$ cat src/rtl/dpram_port_arbiter_if.sv
// Requester-side bus of the shared RAM port arbiter.
// Packed per-master slices; master k owns slice k of every vector.
interface dpram_port_arbiter_if #(
  parameter int NUM_MST    = 3,
  parameter int NUM_COL    = 4,
  parameter int COL_WIDTH  = 8,
  parameter int ADDR_WIDTH = 8,
  parameter int DATA_WIDTH = NUM_COL*COL_WIDTH
);
  logic [NUM_MST-1:0]            m_req;
  logic [NUM_MST-1:0]            m_we;
  logic [NUM_MST*NUM_COL-1:0]    m_be;
  logic [NUM_MST*ADDR_WIDTH-1:0] m_addr;
  logic [NUM_MST*DATA_WIDTH-1:0] m_wdata;
  logic [NUM_MST-1:0]            m_ack;
  logic [DATA_WIDTH-1:0]         m_rdata;

  modport master (
    output m_req,
    output m_we,
    output m_be,
    output m_addr,
    output m_wdata,
    input  m_ack,
    input  m_rdata
  );

  modport slave (
    input  m_req,
    input  m_we,
    input  m_be,
    input  m_addr,
    input  m_wdata,
    output m_ack,
    output m_rdata
  );
endinterface

$ cat src/rtl/dpram_port_arbiter.sv
// Round-robin arbiter sharing one byte-write RAM port among requesters.
// Define DPARB_FIXED_PRIO_EN for fixed lowest-index-wins priority.
module dpram_port_arbiter #(
  parameter int NUM_MST    = 3,
  parameter int NUM_COL    = 4,
  parameter int COL_WIDTH  = 8,
  parameter int ADDR_WIDTH = 8,
  parameter int DATA_WIDTH = NUM_COL*COL_WIDTH
) (
  input  logic                  clk,
  input  logic                  rst_n,
  dpram_port_arbiter_if.slave   bus,
  output logic [1:0]            grant_idx,
  output logic                  busy,
  output logic                  ram_en,
  output logic [NUM_COL-1:0]    ram_we,
  output logic [ADDR_WIDTH-1:0] ram_addr,
  output logic [DATA_WIDTH-1:0] ram_din,
  input  logic [DATA_WIDTH-1:0] ram_dout
);

  typedef enum logic [1:0] {
    IDLE,
    ISSUE,
    RESP
  } stateT;

  stateT state;
  stateT stateNxt;

  logic [1:0]            rrPtr;
  logic [1:0]            rrNxt;
  logic [1:0]            ord [NUM_MST];
  logic [NUM_MST-1:0]    ackOne;
  logic [NUM_MST-1:0]    reqMask;
  logic [NUM_MST-1:0]    ackReg;
  logic                  found;
  logic [1:0]            win;
  logic                  load;
  logic                  selWe;
  logic [NUM_COL-1:0]    selBe;
  logic [ADDR_WIDTH-1:0] selAddr;
  logic [DATA_WIDTH-1:0] selData;

  always_comb begin
    ackOne = '0;
    for (int k = 0; k < NUM_MST; k++)
      ackOne[k] = (grant_idx == 2'(k));
  end

  // the master acked this cycle may still hold req; keep it out
  always_comb begin
    reqMask = bus.m_req;
    if (state == RESP)
      reqMask = bus.m_req & ~ackOne;
  end

  always_comb begin
    for (int i = 0; i < NUM_MST; i++)
      ord[i] = 2'((int'(rrPtr) + i) % NUM_MST);
  end

  always_comb begin
    found = 1'b0;
    win   = '0;
    for (int i = 0; i < NUM_MST; i++) begin
      if (!found && reqMask[ord[i]]) begin
        found = 1'b1;
        win   = ord[i];
      end
    end
  end

  always_comb begin
    selWe   = 1'b0;
    selBe   = '0;
    selAddr = '0;
    selData = '0;
    for (int k = 0; k < NUM_MST; k++) begin
      if (win == 2'(k)) begin
        selWe   = bus.m_we[k];
        selBe   = bus.m_be[k*NUM_COL +: NUM_COL];
        selAddr = bus.m_addr[k*ADDR_WIDTH +: ADDR_WIDTH];
        selData = bus.m_wdata[k*DATA_WIDTH +: DATA_WIDTH];
      end
    end
  end

  always_comb begin
`ifdef DPARB_FIXED_PRIO_EN
    rrNxt = 2'd0;
`else
    rrNxt = (win == 2'(NUM_MST - 1)) ? 2'd0 : win + 2'd1;
`endif
  end

  always_comb begin
    stateNxt = state;
    load     = 1'b0;
    unique case (state)
      IDLE: begin
        if (found) begin
          stateNxt = ISSUE;
          load     = 1'b1;
        end
      end
      ISSUE: begin
        stateNxt = RESP;
      end
      RESP: begin
        if (found) begin
          stateNxt = ISSUE;
          load     = 1'b1;
        end else begin
          stateNxt = IDLE;
        end
      end
      default: begin
        stateNxt = IDLE;
      end
    endcase
  end

  always_ff @(posedge clk or negedge rst_n) begin
    if (!rst_n) begin
      state     <= IDLE;
      rrPtr     <= '0;
      grant_idx <= '0;
      ackReg    <= '0;
      busy      <= 1'b0;
      ram_en    <= 1'b0;
      ram_we    <= '0;
      ram_addr  <= '0;
      ram_din   <= '0;
    end else begin
      state  <= stateNxt;
      busy   <= (stateNxt != IDLE);
      ram_en <= load;
      ram_we <= (load && selWe) ? selBe : '0;
      ackReg <= (state == ISSUE) ? ackOne : '0;
      if (load) begin
        grant_idx <= win;
        rrPtr     <= rrNxt;
        ram_addr  <= selAddr;
        ram_din   <= selData;
      end
    end
  end

  assign bus.m_ack   = ackReg;
  assign bus.m_rdata = ram_dout;

endmodule

$ cat src/flat_wrapper.sv
// flat-port wrapper written by rule: the top's interface ports become plain ports
module dpram_port_arbiter_flat 
#(
  parameter int NUM_MST    = 3,
  parameter int NUM_COL    = 4,
  parameter int COL_WIDTH  = 8,
  parameter int ADDR_WIDTH = 8,
  parameter int DATA_WIDTH = NUM_COL*COL_WIDTH
)
  (clk, rst_n, grant_idx, busy, ram_en, ram_we, ram_addr, ram_din, ram_dout, bus_m_req, bus_m_we, bus_m_be, bus_m_addr, bus_m_wdata, bus_m_ack, bus_m_rdata);
  dpram_port_arbiter_if #(.NUM_MST(NUM_MST), .NUM_COL(NUM_COL), .COL_WIDTH(COL_WIDTH), .ADDR_WIDTH(ADDR_WIDTH), .DATA_WIDTH(DATA_WIDTH)) bus_i ();
  input  logic clk;
  input  logic rst_n;
  output logic [1:0] grant_idx;
  output logic busy;
  output logic ram_en;
  output logic [NUM_COL-1:0] ram_we;
  output logic [ADDR_WIDTH-1:0] ram_addr;
  output logic [DATA_WIDTH-1:0] ram_din;
  input  logic [DATA_WIDTH-1:0] ram_dout;
  input wire logic [$bits(bus_i.m_req)-1:0] bus_m_req;
  input wire logic [$bits(bus_i.m_we)-1:0] bus_m_we;
  input wire logic [$bits(bus_i.m_be)-1:0] bus_m_be;
  input wire logic [$bits(bus_i.m_addr)-1:0] bus_m_addr;
  input wire logic [$bits(bus_i.m_wdata)-1:0] bus_m_wdata;
  output wire logic [$bits(bus_i.m_ack)-1:0] bus_m_ack;
  output wire logic [$bits(bus_i.m_rdata)-1:0] bus_m_rdata;
  assign bus_i.m_req = bus_m_req;
  assign bus_i.m_we = bus_m_we;
  assign bus_i.m_be = bus_m_be;
  assign bus_i.m_addr = bus_m_addr;
  assign bus_i.m_wdata = bus_m_wdata;
  assign bus_m_ack = bus_i.m_ack;
  assign bus_m_rdata = bus_i.m_rdata;
  dpram_port_arbiter #(.NUM_MST(NUM_MST), .NUM_COL(NUM_COL), .COL_WIDTH(COL_WIDTH), .ADDR_WIDTH(ADDR_WIDTH), .DATA_WIDTH(DATA_WIDTH)) u_core (.clk(clk), .rst_n(rst_n), .bus(bus_i), .grant_idx(grant_idx), .busy(busy), .ram_en(ram_en), .ram_we(ram_we), .ram_addr(ram_addr), .ram_din(ram_din), .ram_dout(ram_dout));
endmodule
$ cat config.mk
export PLATFORM = sky130hd
export DESIGN_NAME = dpram_port_arbiter_flat
export DESIGN_NICKNAME = d
export VERILOG_FILES = /design/src/rtl/dpram_port_arbiter_if.sv /design/src/rtl/dpram_port_arbiter.sv /design/src/flat_wrapper.sv
export SDC_FILE = /design/constraint.sdc
export NUM_CORES = 1
export LEC_CHECK = 0
export ABC_AREA = 1
export CAP_MARGIN = 20
export CORE_ASPECT_RATIO = 0.7
export CORE_MARGIN = 10
export CORE_UTILIZATION = 38
export CTS_CLUSTER_SIZE = 12
export DETAILED_ROUTE_END_ITERATION = 12
export PLACE_DENSITY = 0.92
export SYNTH_ARGS = -nofsm -noshare
export SYNTH_HDL_FRONTEND = slang
export SYNTH_SLANG_ARGS = --single-unit
$ cat constraint.sdc
create_clock -name clk -period 5.4 [get_ports clk]
set_input_delay 1.08 -clock clk [delete_from_list [all_inputs] [get_ports clk]]
set_output_delay 1.08 -clock clk [all_outputs]
set_load 0.02 [all_outputs]
==> results.md <==
| Group | Quantity | Reported |
|---|---|---|
| worst setup path | Worst-path fanout max | 47 |
| cts | Number of gates resized after cts | 0 |
| logic synthesis | Post-Synthesis Cell Area | 0.00364 mm² |
| power | Switching part of the total power | 53.3% |
| worst setup path | Startpoint of the most critical register-to-register path | u_core.rrPtr[0]$_DFFE_PN0P_ |
| logic synthesis | Top cells by count, synth | 189 x nand2_1, 95 x nand3_1, 55 x dfrtp_1 |
| power | Clock Power Share | 9.6% |
| cells and area | Final-stage net count | 809 |
| cts | CTS Buf Count | 5 |
| logic synthesis | Number of distinct library cell variants in the gate-level netlist after synthesis | 26 |
| floorplanning | Effective utilization at floorplan | 39.6% |
| detailed routing | Via count | 3,831 |
| placed design | Final weighted congestion in routability-driven placement | 0.967 |
| logic synthesis | Mux share of post-synthesis cell area | 0% |
| logic synthesis | Synth Area in XOR/XNOR | 0% |
| grt | Total global-route track usage | 18.5% |
| power | P_int | 0.00181 W |
| sta | RSZ-0062 raised after global routing | false |
| sta | Slew headroom | 42.4% |
| sta | Maximum clock skew at final layout | 0.00804 ns |
| floorplanning | Horiz. Die Dim | 137 µm |
| cells and area | Utilization after layout | 59.2% |
| cells and area | Relative area change from synthesis to final layout | 49.4% |
| logic synthesis | Share of the synthesized area in compound gates (AO/OA/AOI/OAI) | 0.550% |
| logic synthesis | Cells taking the most area after synthesis | dfrtp_1 38%, nand2_1 19%, nand3_1 13% |
| cts | TritonCTS clock tree | built |
| sta | Total setup violations reported at the end of the flow | 0 |
| min path | Hold Path End | u_core.state[1]$_DFF_PN0_ |
| grt | Number of antenna violations at the first check in global routing | 0 |
| detailed routing | Post-DRT Antenna Nets | 0 |
| cells and area | Count of inserted antenna diode cells | 0 |
| power | Max IR drop VDD | 318 µV |
| logic synthesis | Main combinational cell family by area after synthesis | simple AND/OR/NAND/NOR gates |
| detailed routing | DRC violation count after routing | 0 |
| placed design | DP Wirelength | 10,100 µm |
| grt | GR Overflow Total | 0 |
| worst setup path | Register-to-Register Path Depth | 11 |
| floorplanning | DIE AREA | 0.0140 mm² |
| grt | Via count of the first global-routing pass | 4,108 |
| floorplanning | Floorplan core area | 0.00918 mm² |
| logic synthesis | Predominant post-synthesis flop cell | dfrtp_1 |
| min path | Hold path cells | 1 |
| grt | Largest net degree at the start of global routing | 56 |
| worst setup path | Setup slack of the worst register-to-register path | 2.22 ns |
| logic synthesis | Count of flip-flops with a built-in enable after synthesis | 0 |
| detailed routing | First-pass DRT Iterations | 4 |
| grt | Global-route wire length before repair | 20,800 µm |
| logic synthesis | Mean instance size in the synthesized netlist | 7.35 µm² |
| sta | Max-slew violation total from the final report | 0 |
| cts | Clock transition at the registers of the reported paths | 0.08 ns |
| logic synthesis | Synth area leader | dfrtp_1 |
| floorplanning | Vert. Die Dim | 102 µm |
| logic synthesis | Cell with the most instances after synthesis | nand2_1 |
| sta | Fin Hold WS | 0.474 ns |
| floorplanning | Site row count | 29 |
| logic synthesis | Fraction of synthesized cell area taken by the top area cell type | 37.8% |
| logic synthesis | Post-synthesis register bit count | 55 |
| worst setup path | Worst endpoint required time | 5.61 ns |
| cts | Count of hold-fix buffers inserted at cts | 0 |
| cts | H-tree levels | 2 |
| floorplanning | I/O pin count | 255 |
| worst setup path | Setup Crit Path Kind | primary input to register |
| cts | Setup bufs post-CTS | 0 |
| detailed routing | Routed Wire Length | 13,300 µm |
| sta | Slew at the pin closest to its max-slew limit | 0.861 ns |
| power | Power per Cell Area | 712 mW/mm² |
| logic synthesis | Nets in the synthesized netlist | 669 |
| sta | Max Fclk | 274 MHz |
| logic synthesis | Synth Area in Adders | 0.688% |
| power | Total leakage power | 2.54 nW |
| logic synthesis | Sequential-to-total area share from yosys stat | 37.8% |
| sta | Total Neg Setup Slack | 0 ns |
| flow run | Maximum capacitance violations | 0 |
| sta | Final min period | 3.65 ns |
| worst setup path | Arrival time worst endpoint | 3.86 ns |
| detailed routing | 1st-iter DRT viols | 158 |
| cells and area | Proportion of layout cells with a drive suffix above 1 | 11.8% |
| cts | Master cell of the clock root buffer | clkbuf_16 |
| detailed routing | Post-detailed-route wirelength per cell | 17.5 µm |
| sta | Final hold violation count | 0 |
| logic synthesis | Simple-gate share of the synthesized area | 47.3% |
| worst setup path | Type of origin of the critical path | primary input |
| cts | Deepest clock path buffer count | 2 |
| cts | Clock Latency Late Sink | 0.29 ns |
| power | Combinational share of power | 71.5% |
| power | Sequential group share of total power | 18.9% |
| power | NetSw | 0.00207 W |
| min path | Worst min path class | register to register |
| logic synthesis | Cell count after synthesis | 495 |
| worst setup path | Worst Setup End Kind | register |
| sta | Part of the cycle the worst path needs | 67.6% |
| placed design | Port bufs | 190 |
| logic synthesis | Async set-or-reset flop fraction in the synthesized netlist | 100% |
| worst setup path | Reg2reg end | u_core.ram_we[1]$_DFF_PN0_ |
| outcome | Run status | complete, no violations |
| cts | Number of sinks handled by clock tree synthesis | 55 |
| min path | Min-delay src | u_core.state[1]$_DFF_PN0_ |
| detailed routing | Vias per cell | 5.04 |
| logic synthesis | Ys Warns | 0 |
routing by layer:
| metal | part of all wire (%) | up-vias | track usage, % |
|---|---|---|---|
| met2 | 45 | 251 | 29.9 |
| met3 | 16 | 14 | 11.3 |
| met1 | 38 | 1747 | 20.7 |
| li1 | - | 1819 | - |
| met4 | 0.90 | 0 | 3.47 |
| met5 | 0 | - | 0 |
power by group through the flow:
stage | registers, W | clock network, W | logic (W)
floorplan | 0.000937 | 0 | 0.00188
global placement | 0.000730 | 0 | 0.00266
detailed placement | 0.000737 | 0 | 0.00278
CTS | 0.000733 | 0.000380 | 0.00278
global route | 0.000755 | 0.000406 | 0.00310
finish | 0.000733 | 0.000371 | 0.00277
worst max-delay path by stage:
stage | from | end | slack (ns) | cells past startpoint
after floorplan | ram_dout[0] | bus_m_rdata[0] | 3.11 | 1
after global placement | bus_m_req[2] | u_core.ram_we[0]$_DFF_PN0_ | 1.69 | 9
after detailed placement | bus_m_req[0] | u_core.ram_we[1]$_DFF_PN0_ | 1.43 | 11
after CTS | bus_m_req[0] | u_core.ram_we[1]$_DFF_PN0_ | 1.72 | 11
after global routing | bus_m_req[0] | u_core.ram_we[3]$_DFF_PN0_ | 1.42 | 11
final | bus_m_req[0] | u_core.ram_we[1]$_DFF_PN0_ | 1.75 | 11
critical path, cell delays in order:
cell,delay (ns)
clkdlybuf4s50_1,0.53
nand2_1,0.09
nand2_1,0.10
nand2_1,0.07
nand2_1,0.07
nand2_2,0.09
nand4_1,0.10
nand2_2,0.50
inv_2,0.84
nand2_1,0.24
nor2_1,0.14
layout make-up:
type / instances / area, µm²
Clock buffer: 5 / 125
Timing Repair Buffer: 191 / 1900
Inverter: 16 / 62.6
Sequential cell: 55 / 1380
Tap cell: 124 / 155
Multi-Input combinational cell: 366 / 1770
Fill cell: 811 / 3740
Clock inverter: 3 / 47.5
state kept, by name (all words and copies together) (netlist names):
signal	count
u_core.bus.m_ack	3
u_core.busy	1
u_core.grant_idx	2
u_core.ram_addr	8
u_core.ram_din	32
u_core.ram_en	1
u_core.ram_we	4
u_core.rrPtr	2
u_core.state	2
per-stage QoR:
step / power (W) / setup slack, ns / instance area, µm² / std cells
after CTS: 0.00390 / 1.72 / 5440 / 760
after global routing: 0.00426 / 1.42 / 5440 / 760
after floorplan: 0.00281 / 3.11 / 3640 / 495
after detailed placement: 0.00351 / 1.43 / 5260 / 752
final: 0.00387 / 1.75 / 5440 / 760
after global placement: 0.00339 / 1.69 / 5260 / 752
placed cells by master, fill, tap and decap left out, types with 4 or more instances in the layout:
cell type	instances
nand2_1	189
clkdlybuf4s50_1	189
nand3_1	95
dfrtp_1	55
nand2_2	44
nor2_1	10
inv_1	8
inv_2	7
clkbuf_16	5
nand3_2	4
nand4_1	4
o21ai_0	4
cell families (layout without fill, tap and decap cells):
kind of cell    Yosys count  in the layout
buf+inv                  74            215
simple gates            360            360
compound gates            4              4
fa+ha+maj                 2              2
flops                    55             55
Power figures use the tool's default switching activity.
